$ cat src/rtl/uart_inst_collector.sv
// uart_inst_collector: packs UART RX bytes into the decoder's instruction buffer,
// detects end of frame (length + LF, or full buffer), pulses end_of_inst, then
// freezes the buffer until the hold time has elapsed and the backend is idle.
// Stalled frames are discarded on an idle timeout; bytes arriving while the buffer
// is frozen are dropped and flagged on the sticky overrun output.
module uart_inst_collector #(
  parameter int unsigned IBUF_SZ     = 11,
  parameter int unsigned IBUF_DW     = 8,
  parameter int unsigned IBUF_AW     = 4,
  parameter int unsigned MIN_LEN     = 11,
  parameter int unsigned TIMEOUT_CYC = 100000,
  parameter int unsigned HOLD_CYC    = 3
) (
  input  logic                       clk,
  input  logic                       rst,
  input  logic [7:0]                 rx_data,
  input  logic                       rx_valid,
  input  logic                       backend_busy,
  input  logic                       ovr_clr,
  output logic                       end_of_inst,
  output logic [IBUF_SZ*IBUF_DW-1:0] ibuf_dec,
  output logic [IBUF_AW-1:0]         ibuf_cnt_dec,
  output logic                       frame_busy,
  output logic                       timeout_pls,
  output logic                       overrun
);

  localparam int unsigned TW = $clog2(TIMEOUT_CYC + 1);
  localparam int unsigned HW = $clog2(HOLD_CYC + 1);

  localparam logic [IBUF_AW-1:0] SZ_C    = IBUF_AW'(IBUF_SZ);
  localparam logic [IBUF_AW-1:0] MIN_C   = IBUF_AW'(MIN_LEN);
  localparam logic [TW-1:0]      TO_LAST = TW'(TIMEOUT_CYC - 1);
  localparam logic [HW-1:0]      HOLD_C  = HW'(HOLD_CYC);

  localparam logic [1:0] ST_IDLE    = 2'd0;
  localparam logic [1:0] ST_COLLECT = 2'd1;
  localparam logic [1:0] ST_EMIT    = 2'd2;
  localparam logic [1:0] ST_HOLD    = 2'd3;

  logic [1:0]         state_q, state_d;
  logic [IBUF_AW-1:0] cnt_q, cnt_d;
  logic [TW-1:0]      idle_q, idle_d;
  logic [HW-1:0]      hold_q, hold_d;
  logic               tmo_q, tmo_d;
  logic               ovr_q, ovr_d;
  logic [IBUF_DW-1:0] buf_q [IBUF_SZ];

  logic               wr_en;
  logic [IBUF_AW-1:0] wr_idx;
  logic [IBUF_AW-1:0] new_cnt;
  logic               frame_end;
  logic               frozen;

  assign frozen    = (state_q == ST_EMIT) || (state_q == ST_HOLD);
  assign new_cnt   = cnt_q + IBUF_AW'(1);
  // An early LF is payload (binary fields may contain 0x0A); only a late LF or a full buffer ends the frame.
  assign frame_end = ((rx_data == 8'h0A) && (new_cnt >= MIN_C)) || (new_cnt == SZ_C);

  // Next-state logic: frame FSM, byte counter, idle/hold counters, overrun flag.
  always_comb begin
    state_d = state_q;
    cnt_d   = cnt_q;
    idle_d  = '0;
    hold_d  = hold_q;
    tmo_d   = 1'b0;
    ovr_d   = ovr_q;
    wr_en   = 1'b0;
    wr_idx  = cnt_q;
    case (state_q)
      ST_IDLE: begin
        if (rx_valid && (rx_data != 8'h0D) && (rx_data != 8'h0A)) begin
          wr_en   = 1'b1;
          wr_idx  = '0;
          cnt_d   = IBUF_AW'(1);
          state_d = ST_COLLECT;
        end
      end
      ST_COLLECT: begin
        if (rx_valid) begin
          wr_en = 1'b1;
          cnt_d = new_cnt;
          if (frame_end) state_d = ST_EMIT;
        end else if (idle_q == TO_LAST) begin
          tmo_d   = 1'b1;
          cnt_d   = '0;
          state_d = ST_IDLE;
        end else begin
          idle_d = idle_q + TW'(1);
        end
      end
      ST_EMIT: begin
        hold_d  = '0;
        state_d = ST_HOLD;
      end
      default: begin
        if ((hold_q == HOLD_C) && !backend_busy) begin
          cnt_d   = '0;
          state_d = ST_IDLE;
        end else if (hold_q != HOLD_C) begin
          hold_d = hold_q + HW'(1);
        end
      end
    endcase
    // Set is evaluated after clear so a simultaneous drop still records the overrun.
    if (ovr_clr) ovr_d = 1'b0;
    if (rx_valid && frozen) ovr_d = 1'b1;
  end

  // State and counter registers.
  always_ff @(posedge clk or posedge rst) begin
    if (rst) begin
      state_q <= ST_IDLE;
      cnt_q   <= '0;
      idle_q  <= '0;
      hold_q  <= '0;
      tmo_q   <= 1'b0;
      ovr_q   <= 1'b0;
    end else begin
      state_q <= state_d;
      cnt_q   <= cnt_d;
      idle_q  <= idle_d;
      hold_q  <= hold_d;
      tmo_q   <= tmo_d;
      ovr_q   <= ovr_d;
    end
  end

  // Instruction buffer: one entry written per accepted byte, never cleared except by reset.
  always_ff @(posedge clk or posedge rst) begin
    if (rst) begin
      for (int unsigned i = 0; i < IBUF_SZ; i++) buf_q[i] <= '0;
    end else if (wr_en && (wr_idx < SZ_C)) begin
      buf_q[wr_idx] <= IBUF_DW'(rx_data);
    end
  end

  // Pack buffer entries for the decoder, entry 0 in the low bits.
  always_comb begin
    ibuf_dec = '0;
    for (int unsigned i = 0; i < IBUF_SZ; i++) ibuf_dec[i*IBUF_DW +: IBUF_DW] = buf_q[i];
  end

  assign end_of_inst  = (state_q == ST_EMIT);
  assign frame_busy   = frozen;
  assign timeout_pls  = tmo_q;
  assign overrun      = ovr_q;
  assign ibuf_cnt_dec = cnt_q;

endmodule

$ cat config.mk
export PLATFORM = sky130hd
export DESIGN_NAME = uart_inst_collector
export DESIGN_NICKNAME = d
export VERILOG_FILES = /design/src/rtl/uart_inst_collector.sv
export SDC_FILE = /design/constraint.sdc
export NUM_CORES = 1
export LEC_CHECK = 0
export ABC_CLOCK_PERIOD_IN_PS = 6600
export BUFFER_PORTS_ARGS = -buffer_cell sky130_fd_sc_hd__clkbuf_2
export CORE_MARGIN = 4
export CORE_UTILIZATION = 58
export CTS_CLUSTER_SIZE = 16
export DETAILED_ROUTE_END_ITERATION = 8
export PLACE_DENSITY = 0.85
export SLEW_MARGIN = 20
export SYNTH_ARGS = -nofsm -noshare
export SYNTH_HDL_FRONTEND = slang
export SYNTH_SLANG_ARGS = --single-unit
export TNS_END_PERCENT = 20
$ cat constraint.sdc
create_clock -name clk -period 6.6 [get_ports clk]
set_clock_uncertainty 0.05 [all_clocks]
set_input_delay 0.33 -clock clk [delete_from_list [all_inputs] [get_ports clk]]
set_output_delay 0.33 -clock clk [all_outputs]
set_load 0.01 [all_outputs]
==> flow_metrics.tcl, run 1 <==
set metrics [dict create \
    finalSetupViolations 0 \
    worstHoldStart "rx_valid" \
    diodes 0 \
    overflow 0 \
    maxSlewHeadroom 0.416 \
    dpl.cell_count 556 \
    crit_type "flop to flop" \
    min_path_type "input port to flop" \
    clockPowerShare 0.324 \
    place_ws_ps 4390 \
    die_area_um2 9940 \
    synth-seq-area-share 0.590 \
    ys_async_sr_fraction 1.00 \
    grt_max_degree 73 \
    totalWireLength_um 12100 \
    io_buffers 108 \
    cp.arrival_ps 2700 \
    seq_area_um2 2880 \
    die_w_um 99.7 \
    ir_drop_v 0.000296 \
    cap_viol_max_count 0 \
    ys_types 49 \
    cp-start-kind "flop" \
    antenna_found_initial 0 \
    avgSynthCellArea_um2 13.5 \
    sequentialPowerShare 0.385 \
    row_count 33 \
    power_mw 2.96 \
    fin_tns_setup_ps 0 \
    setup_slack_ps 4250 \
    vias 3422 \
    grtUsageTotal 0.261 \
    first_pass_iters 9 \
    grt_pass1_wl_um 19600 \
    yosysMostFrequentCell "dfrtp_1" \
    clk_pin_slew_ps 60 \
    core-area_um2 8180 \
    detail_route.wl_per_cell_um 20.5 \
    grt_pass1_vias 3723 \
    p_sw_uw 970 \
    yosys.area.top_type "dfrtp_1" \
    hold_viol 0 \
    leakagePower_nw 3.09 \
    fin_area_um2 6120 \
    insertion_delay_ps 520 \
    cts_tree "built" \
    p_int_mw 1.99 \
    worstPathRequired_ps 6960 \
    final_max_slew_viol_count 0 \
    fin_crit_sh 0.356 \
    worst-path-max-fanout 16 \
    detailed_place_hpwl_um 7710 \
    synth.net_count 377 \
    combPwrFrac 0.290 \
    nFillCells 516 \
    drc 3 \
    worst_slew_pin_slew_ps 876 \
    max_freq_mhz 426 \
    layout.cells.non_filler 590 \
    synth_top_cell_area_share 0.590 \
    placed_area_um2 5480 \
    rr_startpoint "idle_q[9]$_DFF_PP0_" \
    multi_input_area_um2 1890 \
    switching_share 0.328 \
    rsz0062_at_grt "false" \
    cp-end-kind "flop" \
    nets 489 \
    synthCells 360 \
    violations "design-rule violations" \
    synth_flop_cell "dfrtp_1" \
    yosys-top-cells-count "115 x dfrtp_1, 73 x mux2_2, 26 x nor2_1" \
    gp_congestion 0.848 \
    status "complete, but fails checks" \
    start_util 0.596 \
    root_buffer "clkbuf_8" \
    netlist_top_cells_area "dfrtp_1 59%, mux2_2 17%, mux2_4 2.5%" \
    h-tree-depth 4 \
    drive_above_1_share 0.480 \
    yosysWarnings 0 \
    cts_buffer_depth 2 \
    cts_resized 0 \
    ys_ff_latch 115 \
    ant_nets 0 \
    area_delta_synth_final_pct 25.6 \
    via_per_inst 5.80 \
    drtIter0Drc 145 \
    power_density_nw_per_um2 483 \
    period_needed_ps 2350 \
    dieHeight_um 99.7 \
    io_pins 109 \
    synth_area_um2 4870 \
    crit_start "idle_q[9]$_DFF_PP0_" \
    cts-buffers-inserted 17 \
    cts_sinks 115 \
    synth_edf_count 0 \
]
## power by group through the flow
| stage | combinational (mW) | clock [mW] | sequential, mW |
|---|---|---|---|
| global placement | 0.818 | 0 | 1.13 |
| finish | 0.858 | 0.958 | 1.14 |
| global route | 0.927 | 1.00 | 1.17 |
| floorplan | 0.443 | 0 | 1.18 |
| CTS | 0.869 | 0.967 | 1.14 |
| detailed placement | 0.852 | 0 | 1.14 |
## per-layer routing
layer | global-route usage | vias to the layer above | wire length, um
li1 | - | 1497 | -
met1 | 0.295 | 1714 | 4460
met2 | 0.440 | 165 | 6150
met3 | 0.107 | 46 | 1050
met4 | 0.106 | 0 | 410
met5 | 0 | - | 0
## metrics by stage
stage | utilization | hold WS (ps)
after floorplan | - | 380
after global placement | 0.671 | 342
after detailed placement | 0.671 | 353
after CTS | 0.749 | 69.0
after global routing | 0.749 | 92.6
final | 0.749 | 92.8
## worst paths after layout
path / end / slack [ps] / depth (start not counted)
max: ibuf_cnt_dec[2]$_DFFE_PP0P_ / 4250 / 5
min: overrun$_DFFE_PP0P_ / 90 / 3
max reg2reg: ibuf_cnt_dec[2]$_DFFE_PP0P_ / 4250 / 5
min reg2reg: ibuf_dec[23]$_DFFE_PP0P_ / 450 / 1
max in group asynchronous: ibuf_dec[41]$_DFFE_PP0P_ / 4870 / 4
min in group asynchronous: ibuf_dec[5]$_DFFE_PP0P_ / 350 / 3
## cell usage in the layout, fill, tap and decap left out, types with 4 or more instances in the layout
master,count
xnor2_1,6
ha_1,4
clkbuf_16,16
mux2_1,8
nand3_1,14
nand4_1,4
inv_6,4
nor3_1,5
nand2_1,13
and3_1,8
dfrtp_1,115
bufinv_16,4
inv_1,6
clkinv_4,4
xor2_1,8
mux2_4,8
mux2_2,73
nor2_1,26
clkbuf_2,108
## registers in the layout, summed over array words and instances (netlist names)
signal / flops
hold_q: 2
ibuf_cnt_dec: 4
overrun: 1
idle_q: 17
ibuf_dec: 88
state_q: 2
timeout_pls: 1
## timing repair
| action | in CTS | in global routing |
|---|---|---|
| setup buffers | 0 | 0 |
| hold buffers | 2 | 0 |
| endpoints found under the hold margin | 44 | 0 |
| endpoints found under the setup margin | 0 | 0 |
## area by class of cell
class,count,share of cell area
Inverter,8,0.00531
Clock inverter,13,0.0323
Multi-Input combinational cell,219,0.309
Clock buffer,19,0.0689
Timing Repair Buffer,111,0.0928
Tap cell,105,0.0215
Sequential cell,115,0.470
## logic make-up after synthesis
logic type,synth area share
buf+inv,0.0210
compound gates,0.0347
flops,0.590
fa+ha+maj,0.0103
xor+xnor,0.0252
simple gates,0.107
mux,0.212
## worst max-delay path, cell delays in order (launching register included)
cell and delay (ps):
dfrtp_1 420, nor4bb_1 510, a41o_1 620, o21a_1 290, o21ai_1 140, a21o_1 210
Note: power is estimated with default switching activity, not from simulation.
==> inputs of run 2 (changes only) <==
--- a/config.mk
+++ b/config.mk
@@ -5,13 +5,14 @@
 export SDC_FILE = /design/constraint.sdc
 export NUM_CORES = 1
 export LEC_CHECK = 0
-export ABC_CLOCK_PERIOD_IN_PS = 6600
+export ABC_AREA = 1
+export ABC_CLOCK_PERIOD_IN_PS = 2430
 export BUFFER_PORTS_ARGS = -buffer_cell sky130_fd_sc_hd__clkbuf_2
 export CORE_MARGIN = 4
-export CORE_UTILIZATION = 58
+export CORE_UTILIZATION = 55
 export CTS_CLUSTER_SIZE = 16
 export DETAILED_ROUTE_END_ITERATION = 8
-export PLACE_DENSITY = 0.85
+export PLACE_DENSITY = 0.8
 export SLEW_MARGIN = 20
 export SYNTH_ARGS = -nofsm -noshare
 export SYNTH_HDL_FRONTEND = slang
==> constraint.sdc (replaced) <==
create_clock -name clk -period 2.43 [get_ports clk]
set_clock_uncertainty 0.05 [all_clocks]
set_input_delay 0.1215 -clock clk [delete_from_list [all_inputs] [get_ports clk]]
set_output_delay 0.1215 -clock clk [all_outputs]
set_load 0.01 [all_outputs]
==> flow_metrics.tcl, run 2 <==
set metrics [dict create \
    cts_sinks 115 \
    cts_buffer_depth 2 \
    overflow 0 \
    leakagePower_nw 3.52 \
    synth_edf_count 0 \
    start_util 0.564 \
    grtUsageTotal 0.250 \
    detailed_place_hpwl_um 9420 \
    root_buffer "clkbuf_8" \
    final_cell_mix "196 x nand2_1, 115 x dfrtp_1, 108 x clkbuf_2" \
    detail_route.wl_per_cell_um 15.9 \
    drive_above_1_share 0.269 \
    yosys-top-cells-count "197 x nand2_1, 115 x dfrtp_1, 77 x nand4_1" \
    core-area_um2 9770 \
    nFillCells 705 \
    io_pins 109 \
    ys_async_sr_fraction 1.00 \
    antenna_found_initial 0 \
    top_usage_layer "met2" \
    min_path_type "input port to asynchronous set/reset pin" \
    seq_area_um2 2880 \
    largest_reg_flops 88 \
    grt_max_degree 116 \
    max_freq_mhz 444 \
    gp_congestion 0.938 \
    yosys.area.top_type "dfrtp_1" \
    power_density_nw_per_um2 1140 \
    totalWireLength_um 14000 \
    synth_top_cell_area_share 0.522 \
    cts-buffers-inserted 17 \
    drc 0 \
    cp.arrival_ps 2620 \
    gr-usage-met1 0.337 \
    drtIter0Drc 361 \
    netlist_top_cells_area "dfrtp_1 52%, nand2_1 13%, nand4_1 8.7%" \
    area_delta_synth_final_pct 24.7 \
    row_count 36 \
    first_pass_iters 5 \
    maxSlewHeadroom 0.409 \
    cap_viol_max_count 0 \
    ant_nets 0 \
    p_sw_mw 2.78 \
    die_w_um 108 \
    multi_input_area_um2 2230 \
    clk_pin_slew_ps 60 \
    use_met2 0.389 \
    hold_viol 0 \
    final_max_slew_viol_count 0 \
    use_met3 0.0699 \
    finalSetupViolations 0 \
    die_area_um2 11700 \
    clockPowerShare 0.333 \
    p_int_mw 5.03 \
    synth_area_um2 5510 \
    sequentialPowerShare 0.363 \
    worst_slew_pin_slew_ps 876 \
    combPwrFrac 0.304 \
    dieHeight_um 108 \
    io_buffers 108 \
    via_per_inst 5.48 \
    status "complete, no violations" \
    synth_flop_cell "dfrtp_1" \
    yosysMostFrequentCell "nand2_1" \
    postCtsSetupBuffers 0 \
    diodes 0 \
    worst-path-max-fanout 65 \
    ys_ff_latch 115 \
    fin_crit_sh 0.926 \
    synthCells 610 \
    h-tree-depth 4 \
    switching_share 0.356 \
    mostFrequentLayoutCell "nand2_1" \
    crit_type "flop to flop" \
    worstPathRequired_ps 2800 \
    grt_pass1_wl_um 22700 \
    cp-start-kind "flop" \
    cts_tree "built" \
    fin_util 0.703 \
    insertion_delay_ps 530 \
    vias 4802 \
    rsz0062_at_grt "false" \
    synth-seq-area-share 0.522 \
    period_needed_ps 2250 \
    ys_types 39 \
    yosysWarnings 0 \
    nets 748 \
    cp-end-kind "flop" \
    grt_pass1_vias 4530 \
    synth.net_count 627 \
    avgSynthCellArea_um2 9.03 \
    ir_drop_v 0.000617 \
    fin_tns_setup_ps 0 \
]
[run 2: cell count changes after synthesis, moves of 11 or more]
cell,delta
nand2_1,+184
clkbuf_1,-11
inv_1,+27
nand4_1,+73
mux2_2,-73
o21ai_1,+15
[run 2: power by group through the flow]
stage          combinational, mW  sequential, mW  clock, mW
5_1_grt                     2.63            2.89       2.73
3_3_place_gp                2.24            2.83          0
3_5_place_dp                2.32            2.85          0
4_1_cts                     2.38            2.83       2.62
2_1_floorplan               1.36            2.97          0
6_report                    2.37            2.84       2.60
[run 2: cell type report]
cell class | count | share of cell area
Multi-Input combinational cell | 417 | 0.324
Clock buffer | 24 | 0.0685
Tap cell | 133 | 0.0242
Inverter | 44 | 0.0249
Sequential cell | 115 | 0.419
Clock inverter | 8 | 0.0217
Timing Repair Buffer | 136 | 0.118
[run 2: metrics by stage]
| step | setup WS [ps] | instances | total power, mW | hold WS [ps] | cell area (um^2) |
|---|---|---|---|---|---|
| after floorplan | 582 | 610 | 4.32 | 180 | 5510 |
| after global placement | 172 | 832 | 5.07 | 269 | 6110 |
| after detailed placement | 66.5 | 832 | 5.17 | 274 | 6110 |
| after CTS | 106 | 877 | 7.83 | 283 | 6870 |
| after global routing | 34.0 | 877 | 8.25 | 316 | 6870 |
| final | 180 | 877 | 7.81 | 254 | 6870 |
[run 2: worst paths after layout]
path	startpoint	end	slack (ps)	cells after the start
setup / recovery	state_q[0]$_DFFE_PP0P_	ibuf_dec[6]$_DFFE_PP0P_	180	8
hold / removal	rst	ibuf_dec[65]$_DFFE_PP0P_	250	4
setup reg to reg	state_q[0]$_DFFE_PP0P_	ibuf_dec[6]$_DFFE_PP0P_	180	8
hold reg to reg	ibuf_dec[83]$_DFFE_PP0P_	ibuf_dec[83]$_DFFE_PP0P_	420	2
max in group asynchronous	rst	state_q[0]$_DFFE_PP0P_	1630	4
min in group clk	rx_data[0]	ibuf_dec[24]$_DFFE_PP0P_	390	4
[run 2: critical path, cell delays in order, from the launching register on]
cell and delay [ps]:
dfrtp_1 440, nor2_1 310, nand4_4 280, nand2_4 200
inv_4 60, nand2_8 300, nand3_2 260, nand2_1 140
nand2_1 70
[run 2: kinds of logic (layout without fill, tap and decap cells)]
logic type | Yosys count | count (layout) | share of synthesized area
flip-flops | 115 | 115 | 0.522
AND/OR/NAND/NOR | 369 | 369 | 0.345
AO/OA/AOI/OAI | 39 | 39 | 0.0393
XOR/XNOR | 5 | 5 | 0.00795
adder cells (fa/ha/maj) | 4 | 4 | 0.00909
buffers and inverters | 78 | 212 | 0.0761
[run 2: metal layers]
metal  vias up  routed length, um  part of all wire
li1       2290                  -                 -
met1      2269               5850              0.42
met2       196               6710              0.48
met3        47               1030             0.073
met4         0                399             0.029
met5         -                  0                 0
[run 2: timing repair]
item	CTS	global route
setup endpoints to repair	1	8
hold buffers	13	0
resized for setup	1	1
hold endpoints to repair	143	0
